<file path="config.mk">
export PLATFORM = sky130hd
export DESIGN_NAME = pong_match_ctrl_flat
export DESIGN_NICKNAME = d
export VERILOG_FILES = /design/src/rtl/pong_match_ctrl_if.sv /design/src/rtl/pong_match_ctrl.sv /design/src/flat_wrapper.sv
export SDC_FILE = /design/constraint.sdc
export NUM_CORES = 1
export LEC_CHECK = 0
export ABC_AREA = 1
export BUFFER_PORTS_ARGS = -buffer_cell sky130_fd_sc_hd__buf_2
export CORE_MARGIN = 2
export CORE_UTILIZATION = 55
export CTS_BUF_LIST = sky130_fd_sc_hd__clkbuf_8
export DETAILED_ROUTE_END_ITERATION = 12
export PLACE_DENSITY = 0.78
export SYNTH_ARGS = -nofsm -noshare
export SYNTH_HDL_FRONTEND = slang
export SYNTH_SLANG_ARGS = --single-unit
</file>
<file path="constraint.sdc">
create_clock -name sys_clk -period 1.67 [get_ports sys_clk]
set_clock_uncertainty 0.05 [all_clocks]
set_input_delay 0.167 -clock sys_clk [delete_from_list [all_inputs] [get_ports sys_clk]]
set_output_delay 0.167 -clock sys_clk [all_outputs]
set_load 0.02 [all_outputs]
</file>
<file path="src/rtl/pong_match_ctrl_if.sv">
// Signal bundle between the pong match sequencer and its neighbours:
// frame/miss events and CPU control in, video strobes and status out.
interface pong_match_ctrl_if;
    logic       frame_start;
    logic       miss0;
    logic       miss1;
    logic       cfg_we;
    logic [7:0] cfg_data;
    logic       game_rst;
    logic       serv_ball;
    logic [3:0] score0;
    logic [3:0] score1;
    logic       server;
    logic       game_over;
    logic [2:0] state_o;
    logic       point_irq;

    modport master (
        output frame_start, miss0, miss1, cfg_we, cfg_data,
        input  game_rst, serv_ball, score0, score1, server, game_over, state_o, point_irq
    );

    modport slave (
        input  frame_start, miss0, miss1, cfg_we, cfg_data,
        output game_rst, serv_ball, score0, score1, server, game_over, state_o, point_irq
    );
endinterface

</file>
<file path="src/rtl/pong_match_ctrl.sv">
// Pong match sequencer: issues game reset / serve strobes, waits between
// points, scores misses, picks the next server and detects the end of match.
module pong_match_ctrl #(
    parameter int RST_PULSE   = 10,
    parameter int SERVE_PULSE = 10,
    parameter int SERVE_DELAY = 60,
    parameter int WIN_SCORE   = 11
) (
    input logic               sys_clk,
    input logic               rst_clk,
    pong_match_ctrl_if.slave  ctl
);
    typedef enum logic [2:0] {
        S_IDLE  = 3'd0,
        S_RSTG  = 3'd1,
        S_WAIT  = 3'd2,
        S_SERVE = 3'd3,
        S_RALLY = 3'd4,
        S_POINT = 3'd5,
        S_OVER  = 3'd6
    } state_t;

    localparam logic [3:0] RST_LEN    = 4'(RST_PULSE);
    localparam logic [3:0] SERVE_LEN  = 4'(SERVE_PULSE);
    localparam logic [7:0] DELAY_LAST = 8'(SERVE_DELAY - 1);
    localparam logic [3:0] WIN        = 4'(WIN_SCORE);

    state_t     r_state;
    logic [3:0] r_pulse_cnt;
    logic [7:0] r_frame_cnt;
    logic       r_game_rst;
    logic       r_serv_ball;
    logic [3:0] r_score0;
    logic [3:0] r_score1;
    logic       r_server;
    logic       r_game_over;
    logic       r_point_irq;
    logic       r_auto_serve;

    logic w_abort;
    logic w_start;
    logic w_serve_req;
    logic w_unused_cfg;

    assign w_abort      = ctl.cfg_we & ctl.cfg_data[1];
    assign w_start      = ctl.cfg_we & ctl.cfg_data[0];
    assign w_serve_req  = ctl.cfg_we & ctl.cfg_data[2];
    assign w_unused_cfg = ^ctl.cfg_data[6:3];

    always_ff @(posedge sys_clk or posedge rst_clk) begin
        if (rst_clk) begin
            r_state      <= S_IDLE;
            r_pulse_cnt  <= 4'd0;
            r_frame_cnt  <= 8'd0;
            r_game_rst   <= 1'b0;
            r_serv_ball  <= 1'b0;
            r_score0     <= 4'd0;
            r_score1     <= 4'd0;
            r_server     <= 1'b0;
            r_game_over  <= 1'b0;
            r_point_irq  <= 1'b0;
            r_auto_serve <= 1'b1;
        end else begin
            if (ctl.cfg_we) begin
                r_auto_serve <= ctl.cfg_data[7];
            end
            r_point_irq <= 1'b0;

            if (w_abort) begin
                // Scores and game_over survive an abort; strobes are cut.
                r_state     <= S_IDLE;
                r_game_rst  <= 1'b0;
                r_serv_ball <= 1'b0;
                r_pulse_cnt <= 4'd0;
            end else if (w_start) begin
                r_state     <= S_RSTG;
                r_game_rst  <= 1'b0;
                r_serv_ball <= 1'b0;
                r_pulse_cnt <= 4'd0;
                r_frame_cnt <= 8'd0;
                r_score0    <= 4'd0;
                r_score1    <= 4'd0;
                r_server    <= 1'b0;
                r_game_over <= 1'b0;
            end else begin
                case (r_state)
                    S_RSTG: begin
                        // game_rst rises one cycle after entry and lasts RST_PULSE cycles
                        if (r_pulse_cnt == RST_LEN) begin
                            r_game_rst  <= 1'b0;
                            r_frame_cnt <= 8'd0;
                            r_state     <= S_WAIT;
                        end else begin
                            r_game_rst  <= 1'b1;
                            r_pulse_cnt <= r_pulse_cnt + 4'd1;
                        end
                    end
                    S_WAIT: begin
                        if ((r_auto_serve && ctl.frame_start && r_frame_cnt == DELAY_LAST) ||
                            (!r_auto_serve && w_serve_req)) begin
                            r_state     <= S_SERVE;
                            r_serv_ball <= 1'b1;
                            r_pulse_cnt <= 4'd1;
                        end else if (r_auto_serve && ctl.frame_start) begin
                            r_frame_cnt <= r_frame_cnt + 8'd1;
                        end
                    end
                    S_SERVE: begin
                        // serv_ball is already high on entry, so count starts at 1
                        if (r_pulse_cnt == SERVE_LEN) begin
                            r_serv_ball <= 1'b0;
                            r_state     <= S_RALLY;
                        end else begin
                            r_pulse_cnt <= r_pulse_cnt + 4'd1;
                        end
                    end
                    S_RALLY: begin
                        if (ctl.miss0 && ctl.miss1) begin
                            r_frame_cnt <= 8'd0;
                            r_state     <= S_WAIT;
                        end else if (ctl.miss0) begin
                            r_score1    <= r_score1 + 4'd1;
                            r_server    <= 1'b0;
                            r_point_irq <= 1'b1;
                            r_state     <= S_POINT;
                        end else if (ctl.miss1) begin
                            r_score0    <= r_score0 + 4'd1;
                            r_server    <= 1'b1;
                            r_point_irq <= 1'b1;
                            r_state     <= S_POINT;
                        end
                    end
                    S_POINT: begin
                        if (r_score0 == WIN || r_score1 == WIN) begin
                            r_game_over <= 1'b1;
                            r_state     <= S_OVER;
                        end else begin
                            r_frame_cnt <= 8'd0;
                            r_state     <= S_WAIT;
                        end
                    end
                    default: r_state <= r_state;
                endcase
            end
        end
    end

    assign ctl.game_rst  = r_game_rst;
    assign ctl.serv_ball = r_serv_ball;
    assign ctl.score0    = r_score0;
    assign ctl.score1    = r_score1;
    assign ctl.server    = r_server;
    assign ctl.game_over = r_game_over;
    assign ctl.state_o   = r_state;
    assign ctl.point_irq = r_point_irq;
endmodule

</file>
<file path="src/flat_wrapper.sv">
// flat-port wrapper written by rule: the top's interface ports become plain ports
module pong_match_ctrl_flat 
#(
    parameter int RST_PULSE   = 10,
    parameter int SERVE_PULSE = 10,
    parameter int SERVE_DELAY = 60,
    parameter int WIN_SCORE   = 11
)
  (sys_clk, rst_clk, ctl_frame_start, ctl_miss0, ctl_miss1, ctl_cfg_we, ctl_cfg_data, ctl_game_rst, ctl_serv_ball, ctl_score0, ctl_score1, ctl_server, ctl_game_over, ctl_state_o, ctl_point_irq);
  pong_match_ctrl_if ctl_i ();
  input logic sys_clk;
  input logic rst_clk;
  input wire logic [$bits(ctl_i.frame_start)-1:0] ctl_frame_start;
  input wire logic [$bits(ctl_i.miss0)-1:0] ctl_miss0;
  input wire logic [$bits(ctl_i.miss1)-1:0] ctl_miss1;
  input wire logic [$bits(ctl_i.cfg_we)-1:0] ctl_cfg_we;
  input wire logic [$bits(ctl_i.cfg_data)-1:0] ctl_cfg_data;
  output wire logic [$bits(ctl_i.game_rst)-1:0] ctl_game_rst;
  output wire logic [$bits(ctl_i.serv_ball)-1:0] ctl_serv_ball;
  output wire logic [$bits(ctl_i.score0)-1:0] ctl_score0;
  output wire logic [$bits(ctl_i.score1)-1:0] ctl_score1;
  output wire logic [$bits(ctl_i.server)-1:0] ctl_server;
  output wire logic [$bits(ctl_i.game_over)-1:0] ctl_game_over;
  output wire logic [$bits(ctl_i.state_o)-1:0] ctl_state_o;
  output wire logic [$bits(ctl_i.point_irq)-1:0] ctl_point_irq;
  assign ctl_i.frame_start = ctl_frame_start;
  assign ctl_i.miss0 = ctl_miss0;
  assign ctl_i.miss1 = ctl_miss1;
  assign ctl_i.cfg_we = ctl_cfg_we;
  assign ctl_i.cfg_data = ctl_cfg_data;
  assign ctl_game_rst = ctl_i.game_rst;
  assign ctl_serv_ball = ctl_i.serv_ball;
  assign ctl_score0 = ctl_i.score0;
  assign ctl_score1 = ctl_i.score1;
  assign ctl_server = ctl_i.server;
  assign ctl_game_over = ctl_i.game_over;
  assign ctl_state_o = ctl_i.state_o;
  assign ctl_point_irq = ctl_i.point_irq;
  pong_match_ctrl #(.RST_PULSE(RST_PULSE), .SERVE_PULSE(SERVE_PULSE), .SERVE_DELAY(SERVE_DELAY), .WIN_SCORE(WIN_SCORE)) u_core (.sys_clk(sys_clk), .rst_clk(rst_clk), .ctl(ctl_i));
endmodule
</file>
==> run metrics <==
min Tclk post-route=1573 ps; layout cells sized above 1=27.72%; full die area=3906 um^2; gr usage total=22.35%; pin count of the biggest net entering global routing=30; measured slew at the worst slew-check pin=379.2 ps; clock root buffer=clkbuf_8; endpoints failing hold=0; Nets=323; Fmax=635.9 MHz; r2r endpoint=u_core.r_frame_cnt[6]; post-synth top area cell=dfrtp_1; RSZ-0062 raised after global routing=true; Inst Count DP=336; WP buf/inv=1; DP HPWL=2899 um; Max VDD drop=0.001072 V; syn nets=277; startpoint types=register; reg2reg start=u_core.ctl.state_o[2]; CP max-delay cell=dfrtp_1; max-slew violations=0; io pins=30; GR Util met3=5.946%; routability congestion estimate=0.9135; n_diodes=0; Hold Path Depth=3; Hold Startpoint=ctl_cfg_data[7]; initial antenna violation count=0; flop and latch count out of synthesis=29; CP top delay family=simple AND/OR/NAND/NOR gates; CTS buffer count=5; Post-synth EDFFs=0; # DRC=0; met1 Resource Use GR=29.12%; CTS max path bufs=2; vias in the first global route=1609; 1st-iter DRT viols=76; initial core utilization=56.84%; grt met2 use=35.08%; Core Area=3311 um^2; GRT Residual Overflow=0; worst hold path type=input pin to register; pwr dens=1428 nW/um^2; critical-path cell list=inv_2 > nand3_2 > nand2_1 > nand2_1 > nor2_4 > nand2_4 > nand2_4 > nand2_1 > nand2_1; Mapped Area=1882 um^2; global-route wire length before repair=6906 um; Worst-path clk slew=60 ps; final wirelength=4096 um; GR peak layer=met2; Final Non-Filler Cells=349; die height=62.50 um; vias post-DR=1782; Netlist cell types=28; max cap viols=0; H-tree Lvls=2; outcome=finished clean; Worst setup EP type=register; CTS tree=yes; Post-DRT Antenna Nets=0; Syn Inst Count=256; Rows=21; Tcrit/Tclk final=94.17%; WP data required=1840 ps; wire per inst=11.74 um; Hold Slack=64.17 ps; Reg2Reg Depth=9; Max FO, Critical Path=8; LEAKAGE=1.253 nW; DR pass1 iterations=5; vias per cell=5.106; Synth top area share=37.23%; Post-synth ARST share=100.0%; Port-buffer cells=25; top_reg_cell synth=dfrtp_1; Area contributors post-synth=dfrtp_1, nand2_1, nand3_1; largest stage delay on the critical path=450 ps; crit path DAT=1740 ps; Commonest cells post-synth=nand2_1, nor2_1, dfrtp_1; sequential area share after synthesis=38.63%; chip width=62.50 um; CTS Sinks=29; Worst R2R Setup Slack=100 ps; Hold Path End=u_core.r_auto_serve; YS warnings=0; slew margin rel.=74.72%; # setup viols final=0; Crit Path Class=register to register; Worst-Skew Late Latency=290 ps; Avg Cell Area, Syn=7.351 um^2; count leader, synth=nand2_1; Layout Area Growth over Synthesis=21.21%; CP dominant cell by count=nand2_1
==> repair_timing <==
item,4_1_cts,5_1_grt
buffers inserted,0,3
hold buffers,1,0
endpoints found under the hold margin,28,0
gates resized for setup,0,9
endpoints found under the setup margin,0,18
==> sequential cells by signal, summed over array words and instances, names as in the netlist <==
name	flops
u_core.r_frame_cnt	8
u_core.r_pulse_cnt	4
u_core.ctl.server	1
u_core.ctl.score1	4
u_core.ctl.score0	4
u_core.ctl.serv_ball	1
u_core.ctl.point_irq	1
u_core.ctl.game_rst	1
u_core.ctl.state_o	3
u_core.ctl.game_over	1
u_core.r_auto_serve	1
==> area by class of cell <==
class                      instances  area (um^2)
fill                             298         1030
tap                               46        57.56
timing repair buffer              39        232.7
clock buffer                       6        82.58
multi-input combinational        198         1060
sequential                        29        729.5
inverter                          29        111.4
clock inverter                     2        7.507
==> report_power, final <==
| group | internal [mW] | total (mW) | switching (mW) |
|---|---|---|---|
| logic | 0.589 | 1.64 | 1.05 |
| clock network | 0.323 | 0.579 | 0.256 |
| registers | 0.875 | 1.04 | 0.162 |
| total | 1.79 | 3.26 | 1.47 |
==> routing by layer <==
layer	vias up	part of all wire, %	wire (um)
li1	918	-	-
met1	816	49	1993
met2	42	45	1851
met3	6	4.3	178
met4	0	1.8	73
met5	-	0	0
==> tightest hold or removal path: cells and delay by family <==
family,cells,cell delay [ps]
AO/OA/AOI/OAI,1,70
buffers and inverters,1,80
AND/OR/NAND/NOR,1,40
==> metrics by stage <==
stage	TNS, ps	utilization [%]	setup WS (ps)	power (mW)	area (um^2)
finish	0	68.90	97.39	3.257	2281
detailed placement	0	64.47	112.3	2.618	2135
global route	-82.54	68.90	-18.78	3.520	2281
floorplan	0	-	156.8	2.155	1882
CTS	0	67.50	92.84	3.216	2235
global placement	0	64.47	125.7	2.598	2135
==> placed cells by master (no fill, tap or decap), types with 6 or more instances in the layout <==
cell type	count
buf_2	25
buf_4	13
clkbuf_8	6
dfrtp_1	26
ha_1	7
inv_1	23
inv_2	7
nand2_1	76
nand2_2	6
nand3_1	25
nand4_1	6
nor2_1	26
nor2_2	7
o21ai_0	9
==> how the worst max path moves through the flow <==
stage,start,endpoint,cells after the start
finish,u_core.ctl.state_o[2],u_core.r_frame_cnt[6],9
floorplan,u_core.ctl.score1[0],u_core.r_frame_cnt[5],10
global placement,u_core.ctl.score0[1],u_core.r_frame_cnt[7],10
global route,u_core.ctl.state_o[1],u_core.ctl.score0[3],8
detailed placement,u_core.ctl.score0[1],u_core.r_frame_cnt[6],10
CTS,u_core.ctl.score0[1],u_core.r_frame_cnt[6],10
==> cell families after synthesis <==
kind of cell | Yosys count | synth area share (%)
DFF | 29 | 38.63
AOI/OAI and AO/OA | 21 | 6.317
buffers and inverters | 30 | 6.184
adders and majority gates | 7 | 4.654
and+or+nand+nor | 164 | 41.89
xor gates and xnor gates | 5 | 2.327
Power figures use the tool's default switching activity.
